--- src/rtl/multicycle_sequencer.sv ---
// -----------------------------------------------------------------------------
// multicycle_sequencer
//   Control sequencer for the multi-cycle processor. It steps through the
//   phases FETCH, DECODE, EVAL, REGREAD, EXEC/MEM, WB and PCUPD. It waits on the
//   ROM/RAM ready handshakes with a bounded timeout, skips phases by
//   instruction class and condition result, owns the program counter and
//   counts retired instructions.
//
// Ports
//   clk, rst          rising-edge clock, asynchronous active-high reset
//   start             level; begins execution when sampled in IDLE
//   rom_ready         instruction word valid (handshake in FETCH)
//   ram_ready         RAM access complete (handshake in MEM)
//   is_alu/is_mem/is_branch/is_halt  decoded class, priority halt>branch>mem>alu
//   cond_pass         condition result, valid from REGREAD onward
//   branch_target     PC loaded by a taken branch
//   en_*              one-hot registered phase enables
//   pc, retired       program counter and retired-instruction count
//   busy, done, error status flags (registered)
// -----------------------------------------------------------------------------
module multicycle_sequencer #(
    parameter int unsigned PC_WIDTH  = 32,
    parameter int unsigned PC_STEP   = 1,
    parameter int unsigned TIMEOUT   = 15,
    parameter int unsigned CNT_WIDTH = 16
) (
    input  logic                 clk,
    input  logic                 rst,
    input  logic                 start,
    input  logic                 rom_ready,
    input  logic                 ram_ready,
    input  logic                 is_alu,
    input  logic                 is_mem,
    input  logic                 is_branch,
    input  logic                 is_halt,
    input  logic                 cond_pass,
    input  logic [PC_WIDTH-1:0]  branch_target,
    output logic                 en_fetch,
    output logic                 en_decode,
    output logic                 en_eval,
    output logic                 en_regread,
    output logic                 en_exec,
    output logic                 en_mem,
    output logic                 en_wb,
    output logic                 en_pcupd,
    output logic [PC_WIDTH-1:0]  pc,
    output logic [CNT_WIDTH-1:0] retired,
    output logic                 busy,
    output logic                 done,
    output logic                 error
);

    localparam int unsigned TW = (TIMEOUT < 1) ? 1 : $clog2(TIMEOUT + 1);
    localparam logic [TW-1:0]        TMO_MAX = TW'(TIMEOUT);
    localparam logic [PC_WIDTH-1:0]  PC_INC  = PC_WIDTH'(PC_STEP);
    localparam logic [CNT_WIDTH-1:0] CNT_ONE = CNT_WIDTH'(1);

    localparam logic [3:0] S_IDLE    = 4'd0;
    localparam logic [3:0] S_FETCH   = 4'd1;
    localparam logic [3:0] S_DECODE  = 4'd2;
    localparam logic [3:0] S_EVAL    = 4'd3;
    localparam logic [3:0] S_REGREAD = 4'd4;
    localparam logic [3:0] S_EXEC    = 4'd5;
    localparam logic [3:0] S_MEM     = 4'd6;
    localparam logic [3:0] S_WB      = 4'd7;
    localparam logic [3:0] S_PCUPD   = 4'd8;
    localparam logic [3:0] S_DONE    = 4'd9;
    localparam logic [3:0] S_ERROR   = 4'd10;

    logic [3:0]           r_state;
    logic [3:0]           w_next_state;
    logic [TW-1:0]        r_tmo;
    logic [TW-1:0]        w_tmo_next;
    logic                 w_tmo_hit;
    logic [7:0]           r_en;
    logic [7:0]           w_en_next;
    logic                 r_busy;
    logic                 r_done;
    logic                 r_error;
    logic [PC_WIDTH-1:0]  r_pc;
    logic [CNT_WIDTH-1:0] r_retired;

    assign w_tmo_hit = (r_tmo == TMO_MAX);

    // Next-state logic; a ready seen on the last allowed cycle wins over the timeout.
    always_comb begin
        w_next_state = r_state;
        case (r_state)
            S_IDLE:    if (start) w_next_state = S_FETCH; else w_next_state = S_IDLE;
            S_FETCH: begin
                if (rom_ready)      w_next_state = S_DECODE;
                else if (w_tmo_hit) w_next_state = S_ERROR;
                else                w_next_state = S_FETCH;
            end
            S_DECODE:  if (is_halt) w_next_state = S_DONE; else w_next_state = S_EVAL;
            S_EVAL:    w_next_state = S_REGREAD;
            S_REGREAD: begin
                // A failed condition squashes the instruction straight to PCUPD.
                if (!cond_pass)     w_next_state = S_PCUPD;
                else if (is_branch) w_next_state = S_PCUPD;
                else if (is_mem)    w_next_state = S_MEM;
                else if (is_alu)    w_next_state = S_EXEC;
                else                w_next_state = S_PCUPD;
            end
            S_EXEC:    w_next_state = S_WB;
            S_MEM: begin
                if (ram_ready)      w_next_state = S_WB;
                else if (w_tmo_hit) w_next_state = S_ERROR;
                else                w_next_state = S_MEM;
            end
            S_WB:      w_next_state = S_PCUPD;
            S_PCUPD:   w_next_state = S_FETCH;
            S_DONE:    if (start) w_next_state = S_DONE; else w_next_state = S_IDLE;
            S_ERROR:   w_next_state = S_ERROR;
            default:   w_next_state = S_IDLE;
        endcase
    end

    // Handshake wait counter: restarts on every state entry, counts while waiting.
    always_comb begin
        w_tmo_next = '0;
        if (w_next_state != r_state) begin
            w_tmo_next = '0;
        end else if ((r_state == S_FETCH) || (r_state == S_MEM)) begin
            w_tmo_next = r_tmo + TW'(1);
        end else begin
            w_tmo_next = '0;
        end
    end

    // Enable decode of the upcoming state so the registered enables line up with it.
    always_comb begin
        w_en_next = 8'h00;
        case (w_next_state)
            S_FETCH:   w_en_next = 8'h01;
            S_DECODE:  w_en_next = 8'h02;
            S_EVAL:    w_en_next = 8'h04;
            S_REGREAD: w_en_next = 8'h08;
            S_EXEC:    w_en_next = 8'h10;
            S_MEM:     w_en_next = 8'h20;
            S_WB:      w_en_next = 8'h40;
            S_PCUPD:   w_en_next = 8'h80;
            default:   w_en_next = 8'h00;
        endcase
    end

    // State, counter and registered status outputs.
    always_ff @(posedge clk or posedge rst) begin
        if (rst) begin
            r_state <= S_IDLE;
            r_tmo   <= '0;
            r_en    <= 8'h00;
            r_busy  <= 1'b0;
            r_done  <= 1'b0;
            r_error <= 1'b0;
        end else begin
            r_state <= w_next_state;
            r_tmo   <= w_tmo_next;
            r_en    <= w_en_next;
            r_busy  <= (w_en_next != 8'h00);
            r_done  <= (w_next_state == S_DONE);
            r_error <= (w_next_state == S_ERROR);
        end
    end

    // Program counter and retired count advance only while leaving PCUPD.
    always_ff @(posedge clk or posedge rst) begin
        if (rst) begin
            r_pc      <= '0;
            r_retired <= '0;
        end else if (r_state == S_PCUPD) begin
            if (is_branch && cond_pass) begin
                r_pc <= branch_target;
            end else begin
                r_pc <= r_pc + PC_INC;
            end
            r_retired <= r_retired + CNT_ONE;
        end else begin
            r_pc      <= r_pc;
            r_retired <= r_retired;
        end
    end

    assign en_fetch   = r_en[0];
    assign en_decode  = r_en[1];
    assign en_eval    = r_en[2];
    assign en_regread = r_en[3];
    assign en_exec    = r_en[4];
    assign en_mem     = r_en[5];
    assign en_wb      = r_en[6];
    assign en_pcupd   = r_en[7];
    assign pc         = r_pc;
    assign retired    = r_retired;
    assign busy       = r_busy;
    assign done       = r_done;
    assign error      = r_error;

endmodule

--- config.mk ---
export PLATFORM = sky130hd
export DESIGN_NAME = multicycle_sequencer
export DESIGN_NICKNAME = d
export VERILOG_FILES = /design/src/rtl/multicycle_sequencer.sv
export SDC_FILE = /design/constraint.sdc
export NUM_CORES = 1
export LEC_CHECK = 0
export BUFFER_PORTS_ARGS = -buffer_cell sky130_fd_sc_hd__buf_2
export CAP_MARGIN = 0
export CORE_ASPECT_RATIO = 1.4
export CORE_UTILIZATION = 53
export DETAILED_ROUTE_END_ITERATION = 10
export PLACE_DENSITY = 0.78
export SLEW_MARGIN = 20
export SYNTH_ARGS = -nofsm -noshare
export SYNTH_HDL_FRONTEND = slang
export SYNTH_SLANG_ARGS = --single-unit
--- constraint.sdc ---
create_clock -name clk -period 2.54 [get_ports clk]
set_input_delay 0 -clock clk [delete_from_list [all_inputs] [get_ports clk]]
set_output_delay 0 -clock clk [all_outputs]
set_load 0.05 [all_outputs]
==> qor.txt <==
Outcome - finished clean
Met3 wire length - 629 microns
Cts bufs inserted - 9
Post-place instance area - 4370 sq um
Worst path buffer plus inverter count - 0
Number of synthesized flops with an enable pin - 0
Layout cells sized above 1 - 25.8%
Distinct cells, synth - 63
CP required - 2800 ps
PwrDens - 1210 nW/um^2
Most frequent cells in the layout - buf_2 (100), dfrtp_1 (67), nand2_1 (39)
Critical path peak fanout - 19
Port bufs - 100
Final Wtd Congestion - 0.978
CP max-delay cell - dfrtp_1
Actual slew at the worst max-slew pin - 714 ps
Die width - 73.5 microns
M1 WL - 4130 microns
TritonRoute pass-1 iters - 5
Max-Slew Margin vs Limit - 52.4%
Critical Path Max Stage Delay - 720 ps
CP top delay family - simple AND/OR/NAND/NOR gates
H-Tree Depth - 3
Worst Reg-to-Reg Cells - 5
Boundary pin count - 101
Vias in the first global route - 3600
Dominant synthesized flop cell - dfrtp_1
DR vias - 3782
Total die area - 7500 sq um
Max Cap Viol - 0
Tmin final - 2210 ps
Sequential element share of the synthesized area - 44.2%
CTS resizes - 0
CTS tree - built
Reg-to-reg startpoint - r_state[2]$_DFF_PP0_
Ys Warns - 0
DRC viols - 0
RR Endpoint - r_tmo[3]$_DFF_PP0_
Final std cells w/o fill - 637
Final setup viols - 0
Routed length on met2 - 5440 microns
Post-Layout Inst Area - 4910 sq um
Post-route setup TNS - 0 ps
Root Buffer - clkbuf_8
Worst Path Class, Setup - reg2reg
Final ANT Viol Nets - 0
Initial antenna violation count - 0
Total Wirelength - 10500 microns
DP Wirelength - 7150 microns
Worst Path Arrival - 2470 ps
First-pass GRT wire length - 16700 microns
Post-CTS Setup Repair Bufs - 0
Cells after synthesis - 413
Clock-pin transition on the worst setup and hold timing paths - 70 ps
Row count - 36
Vias per cell - 5.94
Clk Latency, worst-skew pair - 350 ps
Gr ovfl total - 0
Final period util - 86.8%
Syn nets - 458
Placed instance count - 593
Initial core utilization - 54.7%
R2r setup slk - 330 ps
Top sig layer - met4
Area delta synth->final - 29.4%
Hold Path End - pc[29]$_DFFE_PP0P_
Nets - 583
Leakage power - 2.21 nW
Unrepaired setup endpoints after global routing - no
Hold_sp - branch_target[29]
Final hold violation count - 0
Hold_buf cts - 29
Overall Power - 0.00592 W
Slew Viols, Final - 0
# diodes - 0
Largest net degree at the start of global routing - 36
Max VDD drop - 1.31 mV
CP Capture Type - flip-flop
Highest Clock Rate - 0.453 GHz
Clk sink count - 67
Min-Delay Path Class - in2reg
Avg Cell Area, Syn - 9.18 sq um
Initial drt markers - 269
Most common cell after layout, fill and taps aside - buf_2
Total core area - 6940 sq um
CP Cell Sequence - nor4b_1 -> nand4b_1 -> nand3_1 -> mux2_2 -> nor3_1
Routed WL per cell - 16.5 microns
GR Util All Layers - 29.3%
Hold path cells - 4
Longest Clk Path Bufs - 2
Startpoint Class - flip-flop
Die span in y - 102 microns
Yosys reg bits - 67
Async set or reset register ratio after synthesis - 100%
Post-Syn Area - 3790 sq um
Clock skew - 8.90 ps
## cell usage after synthesis, types with 6 or more instances
library cell	number	area share (%)
inv_1	11	1.1
o21ai_0	17	2.2
clkbuf_1	15	1.5
nand2b_1	8	1.3
nand2_1	40	4.0
and3_1	12	2.0
xnor2_1	14	3.2
buf_2	6	0.79
nor3_1	14	1.8
dfrtp_1	67	44
a21oi_1	37	4.9
nor2_1	20	2.0
nand3_1	29	3.8
o22ai_1	14	2.3
nor2b_1	7	1.2
a2bb2oi_1	10	2.3
nand4_1	12	2.0
## worst max-delay path by stage
| stage | start | end | slack (ps) | depth (start not counted) |
|---|---|---|---|---|
| finish | r_state[2]$_DFF_PP0_ | r_tmo[3]$_DFF_PP0_ | 330 | 5 |
| global route | r_state[2]$_DFF_PP0_ | r_tmo[3]$_DFF_PP0_ | 180 | 5 |
| CTS | r_state[2]$_DFF_PP0_ | r_tmo[3]$_DFF_PP0_ | 360 | 5 |
| detailed placement | r_state[2]$_DFF_PP0_ | r_tmo[3]$_DFF_PP0_ | 370 | 5 |
| global placement | r_state[2]$_DFF_PP0_ | r_tmo[1]$_DFF_PP0_ | 490 | 5 |
| floorplan | pc[7]$_DFFE_PP0P_ | pc[27]$_DFFE_PP0P_ | 440 | 5 |
## worst reg2reg max path: cells and delay by family, from the launching register on
kind             cells  cell delay (ps)
flip-flops           1              720
multiplexers         1              370
AND/OR/NAND/NOR      4             1030
## stage by stage
step / util [%] / setup slack, ps / hold slack [ps]
after global placement: 63.0 / 488 / 137
after CTS: 70.7 / 356 / 0.446
after floorplan: - / 444 / 71.0
final: 70.7 / 335 / 9.52
after global routing: 70.7 / 176 / 24.1
after detailed placement: 63.0 / 366 / 150
## state kept, by name, indices dropped and copies added, names as in the netlist
name and flops:
pc 32, r_tmo 4, retired 16, done 1
error 1, r_en 8, r_state 4, busy 1
## layout make-up
class | count | area, sq um
Clock buffer | 11 | 151
Clock inverter | 4 | 97.6
Sequential cell | 67 | 1680
Multi-Input combinational cell | 311 | 1960
Tap cell | 95 | 119
Inverter | 11 | 41.3
Timing Repair Buffer | 138 | 858
Fill cell | 573 | 2030
## power breakdown
group          leakage [nW]  total [W]  internal, W  switching (W)
Clock                 0.122    0.00111     0.000700       0.000414
Sequential            0.823    0.00190      0.00140       0.000499
Combinational          1.27    0.00291     0.000881        0.00203
## routing by layer
layer / global-route usage [%] / up-vias
li1: - / 1774
met1: 33.9 / 1836
met2: 50.7 / 148
met3: 6.90 / 24
met4: 13.3 / 0
met5: 0 / -
## cell families after synthesis
| family | after synthesis | share of synthesized area, % |
|---|---|---|
| mux | 3 | 0.825 |
| fa+ha+maj | 3 | 0.990 |
| compound gates | 113 | 19.5 |
| flops | 67 | 44.2 |
| xor+xnor | 19 | 4.39 |
| simple gates | 173 | 26.0 |
| buf+inv | 35 | 4.06 |
No activity file was read; power rests on OpenSTA's default activity.
